<file path="src/rtl/l1d_cache_control.sv">
// Control FSM for the 2-way set-associative write-back L1 data cache.
// Drives the array strobes and pmem handshakes, and counts hits and misses.
module l1d_cache_control #(
    parameter int CNT_WIDTH = 16
) (
    input  logic                 clk_i,
    input  logic                 reset_i,
    input  logic                 mem_read_i,
    input  logic                 mem_write_i,
    input  logic [1:0]           hit_i,
    input  logic [1:0]           dirty_i,
    input  logic [1:0]           valid_i,
    input  logic                 lru_i,
    input  logic                 pmem_resp_i,
    output logic                 mem_resp_o,
    output logic [1:0]           load_data_o,
    output logic [1:0]           load_tag_o,
    output logic [1:0]           load_valid_o,
    output logic [1:0]           load_dirty_o,
    output logic                 dirty_in_o,
    output logic                 load_lru_o,
    output logic                 lru_in_o,
    output logic                 datain_sel_o,
    output logic                 pmem_addr_sel_o,
    output logic                 way_sel_o,
    output logic                 pmem_read_o,
    output logic                 pmem_write_o,
    output logic [CNT_WIDTH-1:0] hit_count_o,
    output logic [CNT_WIDTH-1:0] miss_count_o
);

    typedef enum logic [1:0] {
        S_COMPARE   = 2'd0,
        S_WRITEBACK = 2'd1,
        S_ALLOCATE  = 2'd2
    } state_t;

    localparam logic [CNT_WIDTH-1:0] CNT_MAX = {CNT_WIDTH{1'b1}};
    localparam logic [CNT_WIDTH-1:0] CNT_ONE = {{(CNT_WIDTH-1){1'b0}}, 1'b1};

    state_t                 state_q, state_d;
    logic                   victim_q, victim_d;
    logic                   missed_q, missed_d;
    logic [CNT_WIDTH-1:0]   hit_cnt_q, hit_cnt_d;
    logic [CNT_WIDTH-1:0]   miss_cnt_q, miss_cnt_d;

    logic                   req_s;
    logic                   is_write_s;
    logic                   hit_any_s;
    logic                   hit_way_s;
    logic                   victim_dirty_s;
    logic [1:0]             hit_mask_s;
    logic [1:0]             victim_mask_s;

    function automatic logic [1:0] way_mask(input logic way);
        way_mask = way ? 2'b10 : 2'b01;
    endfunction

    // Request decode; a simultaneous read+write counts as a write and hit==11 resolves to way0.
    always_comb begin
        req_s          = mem_read_i | mem_write_i;
        is_write_s     = mem_write_i;
        hit_any_s      = |hit_i;
        hit_way_s      = ~hit_i[0] & hit_i[1];
        victim_dirty_s = valid_i[lru_i] & dirty_i[lru_i];
        hit_mask_s     = way_mask(hit_way_s);
        victim_mask_s  = way_mask(victim_q);
    end

    // State register.
    always_ff @(posedge clk_i or posedge reset_i) begin
        if (reset_i) begin
            state_q <= S_COMPARE;
        end else begin
            state_q <= state_d;
        end
    end

    // Next-state logic.
    always_comb begin
        state_d = state_q;
        case (state_q)
            S_COMPARE: begin
                if (req_s && !hit_any_s) begin
                    state_d = victim_dirty_s ? S_WRITEBACK : S_ALLOCATE;
                end else begin
                    state_d = S_COMPARE;
                end
            end
            S_WRITEBACK: begin
                if (pmem_resp_i) begin
                    state_d = S_ALLOCATE;
                end else begin
                    state_d = S_WRITEBACK;
                end
            end
            S_ALLOCATE: begin
                if (pmem_resp_i) begin
                    state_d = S_COMPARE;
                end else begin
                    state_d = S_ALLOCATE;
                end
            end
            default: state_d = S_COMPARE;
        endcase
    end

    // Output strobes decoded from the current state and inputs.
    always_comb begin
        mem_resp_o      = 1'b0;
        load_data_o     = 2'b00;
        load_tag_o      = 2'b00;
        load_valid_o    = 2'b00;
        load_dirty_o    = 2'b00;
        dirty_in_o      = 1'b0;
        load_lru_o      = 1'b0;
        lru_in_o        = 1'b0;
        datain_sel_o    = 1'b0;
        pmem_addr_sel_o = 1'b0;
        way_sel_o       = 1'b0;
        pmem_read_o     = 1'b0;
        pmem_write_o    = 1'b0;
        case (state_q)
            S_COMPARE: begin
                if (req_s && hit_any_s) begin
                    mem_resp_o = 1'b1;
                    way_sel_o  = hit_way_s;
                    load_lru_o = 1'b1;
                    lru_in_o   = ~hit_way_s;
                    if (is_write_s) begin
                        load_data_o  = hit_mask_s;
                        datain_sel_o = 1'b0;
                        load_dirty_o = hit_mask_s;
                        dirty_in_o   = 1'b1;
                    end else begin
                        load_data_o  = 2'b00;
                    end
                end else begin
                    mem_resp_o = 1'b0;
                end
            end
            S_WRITEBACK: begin
                pmem_write_o    = 1'b1;
                pmem_addr_sel_o = 1'b1;
                way_sel_o       = victim_q;
                if (pmem_resp_i) begin
                    load_dirty_o = victim_mask_s;
                    dirty_in_o   = 1'b0;
                end else begin
                    load_dirty_o = 2'b00;
                end
            end
            S_ALLOCATE: begin
                pmem_read_o     = 1'b1;
                pmem_addr_sel_o = 1'b0;
                if (pmem_resp_i) begin
                    load_data_o  = victim_mask_s;
                    load_tag_o   = victim_mask_s;
                    load_valid_o = victim_mask_s;
                    load_dirty_o = victim_mask_s;
                    datain_sel_o = 1'b1;
                    dirty_in_o   = 1'b0;
                end else begin
                    load_data_o  = 2'b00;
                end
            end
            default: begin
                mem_resp_o = 1'b0;
            end
        endcase
    end

    // Victim, missed flag and saturating counters; only S_COMPARE updates them.
    always_comb begin
        victim_d   = victim_q;
        missed_d   = missed_q;
        hit_cnt_d  = hit_cnt_q;
        miss_cnt_d = miss_cnt_q;
        if (state_q == S_COMPARE) begin
            if (req_s && hit_any_s) begin
                missed_d = 1'b0;
                if (!missed_q && (hit_cnt_q != CNT_MAX)) begin
                    hit_cnt_d = hit_cnt_q + CNT_ONE;
                end else begin
                    hit_cnt_d = hit_cnt_q;
                end
            end else if (req_s) begin
                victim_d = lru_i;
                missed_d = 1'b1;
                if (miss_cnt_q != CNT_MAX) begin
                    miss_cnt_d = miss_cnt_q + CNT_ONE;
                end else begin
                    miss_cnt_d = miss_cnt_q;
                end
            end else begin
                // Idle cycle ends any abandoned miss.
                missed_d = 1'b0;
            end
        end else begin
            victim_d = victim_q;
        end
    end

    // Datapath registers.
    always_ff @(posedge clk_i or posedge reset_i) begin
        if (reset_i) begin
            victim_q   <= 1'b0;
            missed_q   <= 1'b0;
            hit_cnt_q  <= {CNT_WIDTH{1'b0}};
            miss_cnt_q <= {CNT_WIDTH{1'b0}};
        end else begin
            victim_q   <= victim_d;
            missed_q   <= missed_d;
            hit_cnt_q  <= hit_cnt_d;
            miss_cnt_q <= miss_cnt_d;
        end
    end

    assign hit_count_o  = hit_cnt_q;
    assign miss_count_o = miss_cnt_q;

endmodule

</file>
<file path="config.mk">
export PLATFORM = sky130hd
export DESIGN_NAME = l1d_cache_control
export DESIGN_NICKNAME = d
export VERILOG_FILES = /design/src/rtl/l1d_cache_control.sv
export SDC_FILE = /design/constraint.sdc
export NUM_CORES = 1
export LEC_CHECK = 0
export CORE_ASPECT_RATIO = 1.75
export CORE_MARGIN = 2
export CORE_UTILIZATION = 30
export DETAILED_ROUTE_END_ITERATION = 7
export GPL_TIMING_DRIVEN = 0
export MAX_ROUTING_LAYER = met4
export PLACE_DENSITY = 0.57
export REMOVE_ABC_BUFFERS = 1
export SLEW_MARGIN = 20
export SYNTH_ARGS = -nofsm -noshare
export SYNTH_HDL_FRONTEND = slang
export SYNTH_SLANG_ARGS = --single-unit
export TNS_END_PERCENT = 20
</file>
<file path="constraint.sdc">
create_clock -name clk_i -period 2.3 [get_ports clk_i]
set_input_delay 0.345 -clock clk_i [delete_from_list [all_inputs] [get_ports clk_i]]
set_output_delay 0.345 -clock clk_i [all_outputs]
set_load 0.02 [all_outputs]
</file>
==> metrics.md <==
| Metric | Value |
|---|---|
| Status | finished clean |
| DRT antenna net count | 0 |
| Layout area overhead | 41.0% |
| Synth warn | 0 |
| Via/cell ratio | 4.94 |
| Peak VDD IR | 0.548 mV |
| Synth cell types | 35 |
| Post-Place Cells | 327 |
| Crit path from | hit_i[0] |
| Clock sinks | 36 |
| Area of the core | 6230 um2 |
| Fmax achieved | 0.453 GHz |
| Unrepaired setup endpoints after global routing | no |
| Register share of total power | 43.0% |
| Chip height | 110 um |
| # setup viols final | 0 |
| Pwr Density | 746 nW/um2 |
| Final Critical Period | 2.21 ns |
| Hold_buf cts | 0 |
| Final period utilization | 95.9% |
| R2r worst-path depth | 6 |
| Max incr delay on CP | 0.53 ns |
| Critical Path RT | 1.96 ns |
| Final GP Congestion | 0.734 |
| Post-synthesis async set-or-reset flop share | 100% |
| Avg Inst Size Synth | 10.0 um2 |
| # diodes | 0 |
| GRT Util Overall | 14.7% |
| CTS Buf Count | 5 |
| Critical Path End | dirty_in_o |
| Worst Setup End Kind | primary output |
| Comb pwr share | 33.9% |
| Io pins | 61 |
| Main synth FF type | dfrtp_1 |
| Max clock buf depth | 2 |
| Cell Int Power | 1.32 mW |
| Starting Density | 31.1% |
| Net Sw Frac | 35.5% |
| Chip Width | 64.8 um |
| Static Leak | 1.30 nW |
| Port Buffers | 60 |
| Final #Nets | 272 |
| Crit Path Category | primary input to primary output |
| Worst reg2reg startpoint | state_q[0] |
| Final hold violations | 0 |
| Number of fill cells | 617 |
| DP Wirelength | 3540 um |
| DR pass1 iterations | 4 |
| Global-route wire length before repair | 7860 um |
| Mapped Area | 1940 um2 |
| Reg-to-reg endpoint | hit_count_o[14] |
| Worst path arrival time | 1.86 ns |
| CTS tree | yes |
| Cell breakdown of the critical path | clkdlybuf4s50_1 -> or2_4 -> and3_1 -> clkdlybuf4s50_1 |
| Hold Path Class | primary input to asynchronous set/reset pin |
| Yosys reg bits | 36 |
| Worst path slowest cell | clkdlybuf4s50_1 |
| Share of layout cells above drive strength 1 | 8.24% |
| Slew Viols, Final | 0 |
| Post-Synthesis Cells | 193 |
| Largest net degree at the start of global routing | 33 |
| Sw power | 0.725 mW |
| Post-synth EDFFs | 0 |
| Grt ovf | 0 |
| Total of max-cap violations | 0 |
| Reg clk slew, reported paths | 0.07 ns |
| Worst-Skew Late Latency | 0.29 ns |
| Register-to-register path setup slack | 0.21 ns |
| Initial antenna violation count | 0 |
| Clock Skew | 0.00513 ns |
| Worst slew margin | 40.9% |
| Crit-path most repeated cell | clkdlybuf4s50_1 |
| Final std cells w/o fill | 335 |
| # rows | 38 |
| Via count | 1654 |
| Die area | 7150 um2 |
| Worst slew pin tran | 0.879 ns |
| Register area share after synthesis | 46.5% |
| Worst path depth | 4 |
| PnR Total Power | 2.04 mW |
| Initial DRC count | 77 |
| Clock Tree Root | clkbuf_8 |
| H-tree depth | 2 |
| Routed WL per cell | 14.2 um |
| Residual DRC | 0 |
| Top Family by Delay on Critical Path | buffers and inverters |
| WP buf/inv | 2 |
| CP startpoint kind | primary input |
| Final wirelength | 4750 um |
| Crit Path Max Fanout | 5 |
| Clock Power Share | 23.1% |
| Vias in the first global route | 1668 |
==> power groups by stage <==
stage	clock, mW	combinational, mW	sequential (mW)
after floorplan	0	0.269	0.973
after global placement	0	0.699	0.890
after detailed placement	0	0.709	0.890
after CTS	0.486	0.703	0.880
after global routing	0.516	0.755	0.904
final	0.471	0.692	0.877
==> cell usage in the layout (no fill, tap or decap), types with 2 or more instances in the layout <==
cell / count
and3_1: 5
nand3b_1: 4
nand2_1: 14
clkbuf_1: 2
and4_1: 3
ha_1: 6
nor3_2: 2
clkdlybuf4s50_1: 48
dlymetal6s2s_1: 6
o21ai_0: 4
xor2_1: 21
dfrtp_1: 36
nand4_1: 11
nor3b_1: 2
nor3_1: 7
nor4_1: 6
nor2_1: 13
clkbuf_8: 6
dlygate4sd2_1: 6
nand3_1: 13
nor4_2: 3
nand2b_1: 2
a21oi_1: 3
inv_1: 6
mux2_2: 2
xnor2_1: 9
==> metrics by stage <==
stage	hold slack (ns)	utilization (%)	TNS [ns]	setup slack, ns	area (um2)
global route	0.262	43.9	0	0.0372	2730
floorplan	0.450	-	-0.0677	-0.0677	1890
finish	0.257	43.9	0	0.0939	2730
global placement	0.491	41.6	-4.36	-0.494	2590
detailed placement	0.491	42.2	-0.102	-0.0803	2630
CTS	0.249	43.6	0	0.00786	2710
==> repair_timing <==
action,4_1_cts,5_1_grt
endpoints found under the hold margin,0,0
pin swaps,0,0
cloned,0,0
gates resized for setup,6,8
endpoints found under the setup margin,6,8
buffers inserted,0,0
==> sequential cells by signal, summed over array words and instances, names as in the netlist <==
register      count
hit_count_o      16
victim_q          1
state_q           2
missed_q          1
miss_count_o     16
==> per-layer routing <==
metal	up-vias	global-route usage [%]	share of wire (%)
li1	798	-	-
met1	811	16.1	39
met2	41	26.1	56
met3	4	2.84	4.1
met4	0	5.47	1.1
met5	-	-	0
==> worst min-delay path by stage <==
stage	startpoint	slack, ns	to
2_1_floorplan	lru_i	0.45	victim_q
3_3_place_gp	hit_count_o[14]	0.49	hit_count_o[14]
3_5_place_dp	hit_count_o[14]	0.49	hit_count_o[14]
4_1_cts	reset_i	0.25	miss_count_o[8]
5_1_grt	reset_i	0.26	miss_count_o[8]
6_report	reset_i	0.26	miss_count_o[8]
==> layout make-up <==
| type | count | area, um2 | area share, % |
|---|---|---|---|
| multi-input combinational | 142 | 981 | 35.9 |
| clock buffer | 8 | 90.1 | 3.30 |
| sequential | 36 | 901 | 33.0 |
| timing repair buffer | 62 | 636 | 23.2 |
| inverter | 7 | 26.3 | 0.961 |
| tap | 80 | 100 | 3.66 |
==> cells by family after synthesis <==
kind of cell / Yosys count / synth area share, %
simple gates: 93 / 27.5
flops: 36 / 46.5
xor+xnor: 30 / 13.5
buf+inv: 15 / 3.87
compound gates: 10 / 3.03
fa+ha+maj: 6 / 3.87
mux: 3 / 1.68
==> synthesized netlist by cell type, types with 2 or more instances <==
| cell type | count | area, um2 |
|---|---|---|
| dfrtp_1 | 36 | 901 |
| nor3b_1 | 2 | 15.0 |
| buf_4 | 4 | 30.0 |
| mux2_2 | 2 | 22.5 |
| buf_2 | 3 | 15.0 |
| nand2b_1 | 3 | 18.8 |
| nor3_1 | 7 | 35.0 |
| nor2_1 | 13 | 48.8 |
| xor2_1 | 21 | 184 |
| nand3_1 | 13 | 65.1 |
| nand3b_1 | 4 | 30.0 |
| nor4_1 | 8 | 50.1 |
| ha_1 | 6 | 75.1 |
| nand2_1 | 14 | 52.6 |
| nand4_1 | 11 | 68.8 |
| o21ai_0 | 4 | 20.0 |
| and3_1 | 5 | 31.3 |
| inv_1 | 7 | 26.3 |
| xnor2_1 | 9 | 78.8 |
| and4_1 | 3 | 26.3 |
| a21oi_1 | 3 | 15.0 |
| nor3_2 | 2 | 20.0 |
(Power assumes the default switching activity.)
